==> src/rtl/fetch_unit.sv <==
// Instruction fetch stage: drives pc, buffers {pc, instruction} pairs in a prefetch FIFO.
// Optional FETCH_STATS_EN adds push / redirect counters (stat_fetched, stat_flushes).
module fetch_unit #(
  parameter logic [31:0] RESET_PC    = 32'h0000_0000,
  parameter int unsigned DEPTH       = 4,
  parameter logic [31:0] HALT_OPCODE = 32'hFFFF_FFFF
) (
  input  logic        clk,
  input  logic        reset,
  output logic [31:0] pc,
  input  logic [31:0] instruction,
  input  logic        redirect,
  input  logic [31:0] redirect_pc,
  output logic        out_valid,
  input  logic        out_ready,
  output logic [31:0] out_pc,
  output logic [31:0] out_instr,
`ifdef FETCH_STATS_EN
  output logic [31:0] stat_fetched,
  output logic [31:0] stat_flushes,
`endif
  output logic        halted
);

  localparam int unsigned PtrW = (DEPTH > 1) ? $clog2(DEPTH) : 1;
  localparam int unsigned CntW = PtrW + 1;
  localparam logic [CntW-1:0] DepthCnt = CntW'(DEPTH);

  typedef enum logic [1:0] {StBoot, StRun, StHalted} state_e;

  state_e              state_q, state_d;
  logic [31:0]         pc_q, pc_d;
  logic [PtrW-1:0]     wr_ptr_q, wr_ptr_d;
  logic [PtrW-1:0]     rd_ptr_q, rd_ptr_d;
  logic [CntW-1:0]     count_q, count_d;
  logic [31:0]         mem_pc_q [DEPTH];
  logic [31:0]         mem_ins_q[DEPTH];
  logic                push, pop;

  always_comb begin
    state_d   = state_q;
    pc_d      = pc_q;
    wr_ptr_d  = wr_ptr_q;
    rd_ptr_d  = rd_ptr_q;
    count_d   = count_q;
    out_valid = (count_q != '0) && !redirect;
    pop       = out_valid && out_ready;
    // Full test uses the registered count: a same-cycle pop never frees a slot for a push.
    push      = (state_q == StRun) && (count_q < DepthCnt) && !redirect;

    if (redirect) begin
      pc_d     = {redirect_pc[31:2], 2'b00};
      count_d  = '0;
      wr_ptr_d = '0;
      rd_ptr_d = '0;
      state_d  = StRun;
    end else begin
      if (push) begin
        pc_d     = pc_q + 32'd4;
        wr_ptr_d = wr_ptr_q + 1'b1;
        if (instruction == HALT_OPCODE) state_d = StHalted;
      end
      if (pop) rd_ptr_d = rd_ptr_q + 1'b1;
      count_d = count_q + {{(CntW-1){1'b0}}, push} - {{(CntW-1){1'b0}}, pop};
      if (state_q == StBoot) state_d = StRun;
    end
  end

  always_ff @(posedge clk) begin
    if (reset) begin
      state_q  <= StBoot;
      pc_q     <= RESET_PC;
      wr_ptr_q <= '0;
      rd_ptr_q <= '0;
      count_q  <= '0;
      for (int i = 0; i < int'(DEPTH); i++) begin
        mem_pc_q[i]  <= '0;
        mem_ins_q[i] <= '0;
      end
    end else begin
      state_q  <= state_d;
      pc_q     <= pc_d;
      wr_ptr_q <= wr_ptr_d;
      rd_ptr_q <= rd_ptr_d;
      count_q  <= count_d;
      if (push) begin
        mem_pc_q[wr_ptr_q]  <= pc_q;
        mem_ins_q[wr_ptr_q] <= instruction;
      end
    end
  end

`ifdef FETCH_STATS_EN
  logic [31:0] fetched_q, flushes_q;

  always_ff @(posedge clk) begin
    if (reset) begin
      fetched_q <= '0;
      flushes_q <= '0;
    end else begin
      if (push)     fetched_q <= fetched_q + 32'd1;
      if (redirect) flushes_q <= flushes_q + 32'd1;
    end
  end

  assign stat_fetched = fetched_q;
  assign stat_flushes = flushes_q;
`endif

  assign pc        = pc_q;
  assign out_pc    = mem_pc_q[rd_ptr_q];
  assign out_instr = mem_ins_q[rd_ptr_q];
  assign halted    = (state_q == StHalted);

endmodule

==> config.mk <==
export PLATFORM = sky130hd
export DESIGN_NAME = fetch_unit
export DESIGN_NICKNAME = d
export VERILOG_FILES = /design/src/rtl/fetch_unit.sv
export SDC_FILE = /design/constraint.sdc
export NUM_CORES = 1
export LEC_CHECK = 0
export CORE_AREA = 2 2 140 197
export DETAILED_ROUTE_END_ITERATION = 10
export DIE_AREA = 0 0 142 199
export GPL_TIMING_DRIVEN = 0
export PLACE_DENSITY = 0.72
export SLEW_MARGIN = 20
export SYNTH_ARGS = -nofsm -noshare
export SYNTH_HDL_FRONTEND = slang
export SYNTH_SLANG_ARGS = --single-unit
==> constraint.sdc <==
create_clock -name clk -period 5.38 [get_ports clk]
set_clock_uncertainty 0.2 [all_clocks]
set_input_delay 1.614 -clock clk [delete_from_list [all_inputs] [get_ports clk]]
set_output_delay 1.614 -clock clk [all_outputs]
set_load 0.02 [all_outputs]
## Yosys cells after proc, flatten, opt, wreduce, memory -nomap -nowiden

Memory sizes are Yosys's and may differ from the RTL's. A register that Yosys moved wholly into a read port is not among the register bits.
Index checks and enable logic that the tools add are counted.
Widths: inputs -> output; s select.

| storage, ports and cells | value |
|---|---|
| memory bits (writable) | 256 |
| flip-flop bits (word level) | 41 |
| input port bits | 68 |
| logic and storage cells | 55 |
| bits in latches | 0 |
| ROM bits | 0 |
| memories | 2 |

| operators by class | value |
|---|---|
| multiply operators | 0 |
| div/mod/pow operators | 0 |
| equal/unequal tests | 3 |
| bitwise gates (word level) | 0 |
| magnitude comparators | 1 |
| $add $sub $neg | 5 |
| shift-type cells | 0 |
| multiplexer cells | 21 |
| reduce and logical (&&, ||, !) cells | 16 |

Memories:

| name | words | bits a word | rd ports | clocked after Yosys merged registers in | wr ports | line | RTL |
|---|---|---|---|---|---|---|---|
| mem_ins_q | 4 | 32 | 1 | 1 | 4 | 37 | `logic [31:0] mem_ins_q[DEPTH];` |
| mem_pc_q | 4 | 32 | 1 | 1 | 4 | 36 | `logic [31:0] mem_pc_q [DEPTH];` |

Operators by type and width:

| operator | count |
|---|---|
| $mux 32 | 4 |
| $reduce_or 32->1 | 2 |
| $add 32x3->32 const B | 1 |
| $eq 32x32->1 const B | 1 |
| $mux 2 | 6 |
| $mux 1 | 11 |
| $reduce_bool 3->1 | 3 |
| $add 2x1->2 const B | 2 |
| $logic_and 1x1->1 | 4 |
| $reduce_and 2->1 | 2 |
| $add 3x1->3 | 1 |
| $lt 3x3->1 const B | 1 |
| $reduce_or 3->1 | 1 |
| $sub 3x1->3 | 1 |
| $eq 2x1->1 const B | 1 |
| $eq 2x2->1 const B | 1 |
| $logic_not 2->1 | 1 |
| $reduce_bool 2->1 | 1 |
| $reduce_or 2->1 | 1 |
| $logic_not 1->1 | 1 |

## Longest topological paths before layout

| depth | value |
|---|---|
| depth after elaboration | 8 |
| gate-level depth with buffers | 11 |
| depth with buffers taken out | 10 |

## Worst setup path before layout

Ideal clock, no wire load.

| timing path | value |
|---|---|
| path type | in2reg |
| from | input port reset |
| to | memory mem_ins_q[2][0], enable pin |
| data required time | 4787 ps |
| path slack | 1192 ps |
| buffers on the path | 1 |
| arrival | 3595 ps |
| setup time | 393 ps |
| cell stages on the path | 4 |
| cells stage by stage | clkbuf_1 -> or2_2 -> nor4_1 -> or2_2 |

RTL lines:

| what | line | RTL |
|---|---|---|
| start, declared | 9 | `input logic reset,` |
| end, declared | 37 |  |

## Worst setup path in the final report

| timing path | value |
|---|---|
| from | input port redirect |
| to | output port out_valid |

| between the ends | value |
|---|---|
| word-level cells in the longest chain between the ends | 2 |

RTL lines:

| what | line | RTL |
|---|---|---|
| start, declared | 12 | `input logic redirect,` |
| $logic_not 1->1 | 46 | `out_valid = (count_q != '0) && !redirect;` |
| $logic_and 1x1->1 | 46 |  |
| end, declared | 14 | `output logic out_valid,` |

No other way between the ends.

==> results.md <==
- Status: complete, no violations
- Period utilization: 96.29%
- Mux contribution to synthesized area: 10.65%
- Met2 wire length: 17,580 µm
- Hold Violations, Final: 0
- Seq cells post-synth: 289
- Tot GR Track Use: 24.14%
- RSZ-0062 raised after global routing: false
- Largest net degree at the start of global routing: 42
- Synth Flop Type: edfxtp_1
- Antenna diodes: 0
- CTS clk-pin slew, worst paths: 0.06 ns
- Met1 Wirelength: 12,900 µm
- Max-cap viol count: 0
- Via count: 8,632
- H-tree levels: 1
- Synth unique cells: 56
- XOR/XNOR share of the synthesized area: 1.069%
- Final setup viols: 0
- Max_slew headroom: 23.98%
- Die Y: 199 µm
- Cells after synthesis: 932
- Synth Area in Compound Gates: 3.361%
- Worst hold start: rd_ptr_q[1]$_SDFFE_PP0P_
- Vias in the first global route: 9,045
- Total clock sinks: 289
- Die ar.: 28,260 µm²
- Drt first pass iters: 5
- Hpwl dp: 22,830 µm
- Mean post-synth cell area: 14.06 µm²
- Peak Freq: 193.0 MHz
- Yosys warns: 0
- Worst hold path type: flop to flop
- Post-layout min period: 5.180 ns
- Total of fill cells in the finished design: 2,028
- Leak: 6.007 nW
- Antenna violations before repair: 0
- Terminus of the critical flop-to-flop path: mem_ins_q[1][6]$_SDFFCE_PN0P_
- Hold Path Depth: 2
- Core region area: 26,560 µm²
- Wire length per cell: 22.81 µm
- Register area share after synthesis: 63.09%
- Power Density: 321.2 nW/µm²
- Total Power: 0.005206 W
- Critical path data arrival time: 3.37 ns
- Final ANT Viol Nets: 0
- Worst Path Required: 3.57 ns
- DR top layer: met4
- Maximum VDD drop: 244.2 µV
- Post-Synth Adder-Cell Area: 0.4392%
- Nets@finish: 1,198
- Layout cells sized above 1: 11.26%
- Worst Tran Pin Value: 1.135 ns
- Synth Area in Simple Gates: 18.43%
- DP Worst Slack: -0.2939 ns
- Crit end category: output port
- Post-route cell area: 16,210 µm²
- Reg2Reg Depth: 7
- Starting DRT DRC Count: 743
- Die Width: 142 µm
- Worst skew pair latency: 0.53 ns
- DRC: 0
- Placed cell areas: 15,240 µm²
- Vias per cell: 5.856
- Worst setup path class: input port to output port
- First-pass GRT wire length: 51,650 µm
- Layout overhead on the synthesized area: 23.70%
- EDFF count, synth: 248
- Placer Congestion: 0.9271
- Commonest non-fill, non-tap cell in the layout: edfxtp_1
- Reg2reg setup slack: 2.09 ns
- Critical R2R Launch: state_q[0]$_SDFFE_PP0P_
- Post-CTS Setup Inserts: 0
- Mapped Area: 13,110 µm²
- Worst setup margin: 0.1996 ns
- DRT Wirelength: 33,630 µm
- Starting Density: 49.34%
- I/O Pins: 166
- Hold_buf cts: 0
- Metal3 WL: 2015 µm
- Slew Viols, Final: 0
- Row cnt: 71
- Critical path fanouts, max: 19
- CTS root buffer: clkbuf_16
- Largest family of logic cells by synthesized area: simple AND/OR/NAND/NOR gates
- CTS tree: yes
- Grt ovf: 0
- Async SR Flop Fraction: 0%
- IO buf count: 158
- Commonest cells after routing, fill and taps aside: edfxtp_1, clkdlybuf4s50_1, and2_1
- Clk buf depth: 3
- Startpoint types: input port
- TritonCTS Buffers: 26
==> final cells by class <==
type                       count  area (µm²)  share of cell area [%]
clock buffer                  31       710.7                   4.384
clock inverter                17       264.0                   1.629
tap                          328       410.4                   2.532
multi-input combinational    550        4497                   27.74
inverter                      11       41.29                  0.2547
buffer                        84       340.3                   2.099
sequential                   289        8268                   51.00
timing repair buffer         164        1679                   10.36
==> metal layers <==
layer,global-route usage [%],vias up
met4,8.889,0
li1,-,3963
met5,0,-
met2,42.85,355
met1,30.61,4246
met3,2.600,68
==> Yosys cell counts (13+ instances only) <==
| cell type | number | area share, % |
|---|---|---|
| and2_1 | 128 | 6.1 |
| nand2_1 | 24 | 0.69 |
| dfxtp_1 | 41 | 6.3 |
| and3_1 | 126 | 6.0 |
| mux4_2 | 62 | 11 |
| clkbuf_1 | 70 | 2.0 |
| nand3_1 | 16 | 0.61 |
| nor2_1 | 37 | 1.1 |
| nand4_1 | 20 | 0.95 |
| xnor2_1 | 13 | 0.87 |
| nor3_1 | 14 | 0.53 |
| edfxtp_1 | 248 | 57 |
==> flip-flops by register name, summed over array words and instances (netlist names), named ones only <==
register	flops
wr_ptr_q	2
rd_ptr_q	2
mem_pc_q	120
state_q	2
pc	30
mem_ins_q	128
count_q	3
==> worst max-delay path by stage <==
stage,start,to,slack (ns),cells after the start
6_report,redirect,out_valid,0.20,4
5_1_grt,flop,out_pc[12],0.08,4
4_1_cts,redirect,out_valid,0.20,4
3_5_place_dp,redirect,out_valid,-0.29,5
3_3_place_gp,redirect,mem_ins_q[2][29]$_SDFFCE_PN0P_,-0.98,4
2_1_floorplan,reset,mem_ins_q[2][0]$_SDFFCE_PN0P_,1.19,4
==> critical path: stages <==
cell and delay (ns):
clkdlybuf4s50_1 0.48, clkbuf_2 0.34, nor2_1 0.28, clkdlybuf4s50_1 0.64
==> metrics by stage <==
| step | hold WS (ns) | utilization, % | std cells | TNS [ns] |
|---|---|---|---|---|
| floorplan | 0.2902 | - | 935 | 0 |
| global placement | 0.3115 | 56.88 | 1421 | -137.86 |
| detailed placement | 0.3246 | 57.37 | 1427 | -0.2939 |
| CTS | 0.3584 | 61.03 | 1474 | 0 |
| global route | 0.3767 | 61.03 | 1474 | 0 |
| finish | 0.3586 | 61.03 | 1474 | 0 |
==> cells by family after synthesis <==
family,after synthesis
and+or+nand+nor,406
DFF,289
buffers and inverters,96
muxes,62
AOI/OAI and AO/OA,58
xor gates and xnor gates,16
adders and majority gates,4
other,1
==> report_power, final <==
| group | internal [W] | total (W) | leakage (nW) | switching [W] |
|---|---|---|---|---|
| combinational | 0.000227 | 0.000517 | 2.62 | 0.000291 |
| clock | 0.00128 | 0.00209 | 0.474 | 0.000809 |
| sequential | 0.00254 | 0.00260 | 2.92 | 0.0000588 |
==> what timing repair did <==
item | 4_1_cts | 5_1_grt
hold endpoints to repair | 0 | 0
resized for setup | 1 | 0
setup endpoints to repair | 1 | 0
(Power assumes the default switching activity.)
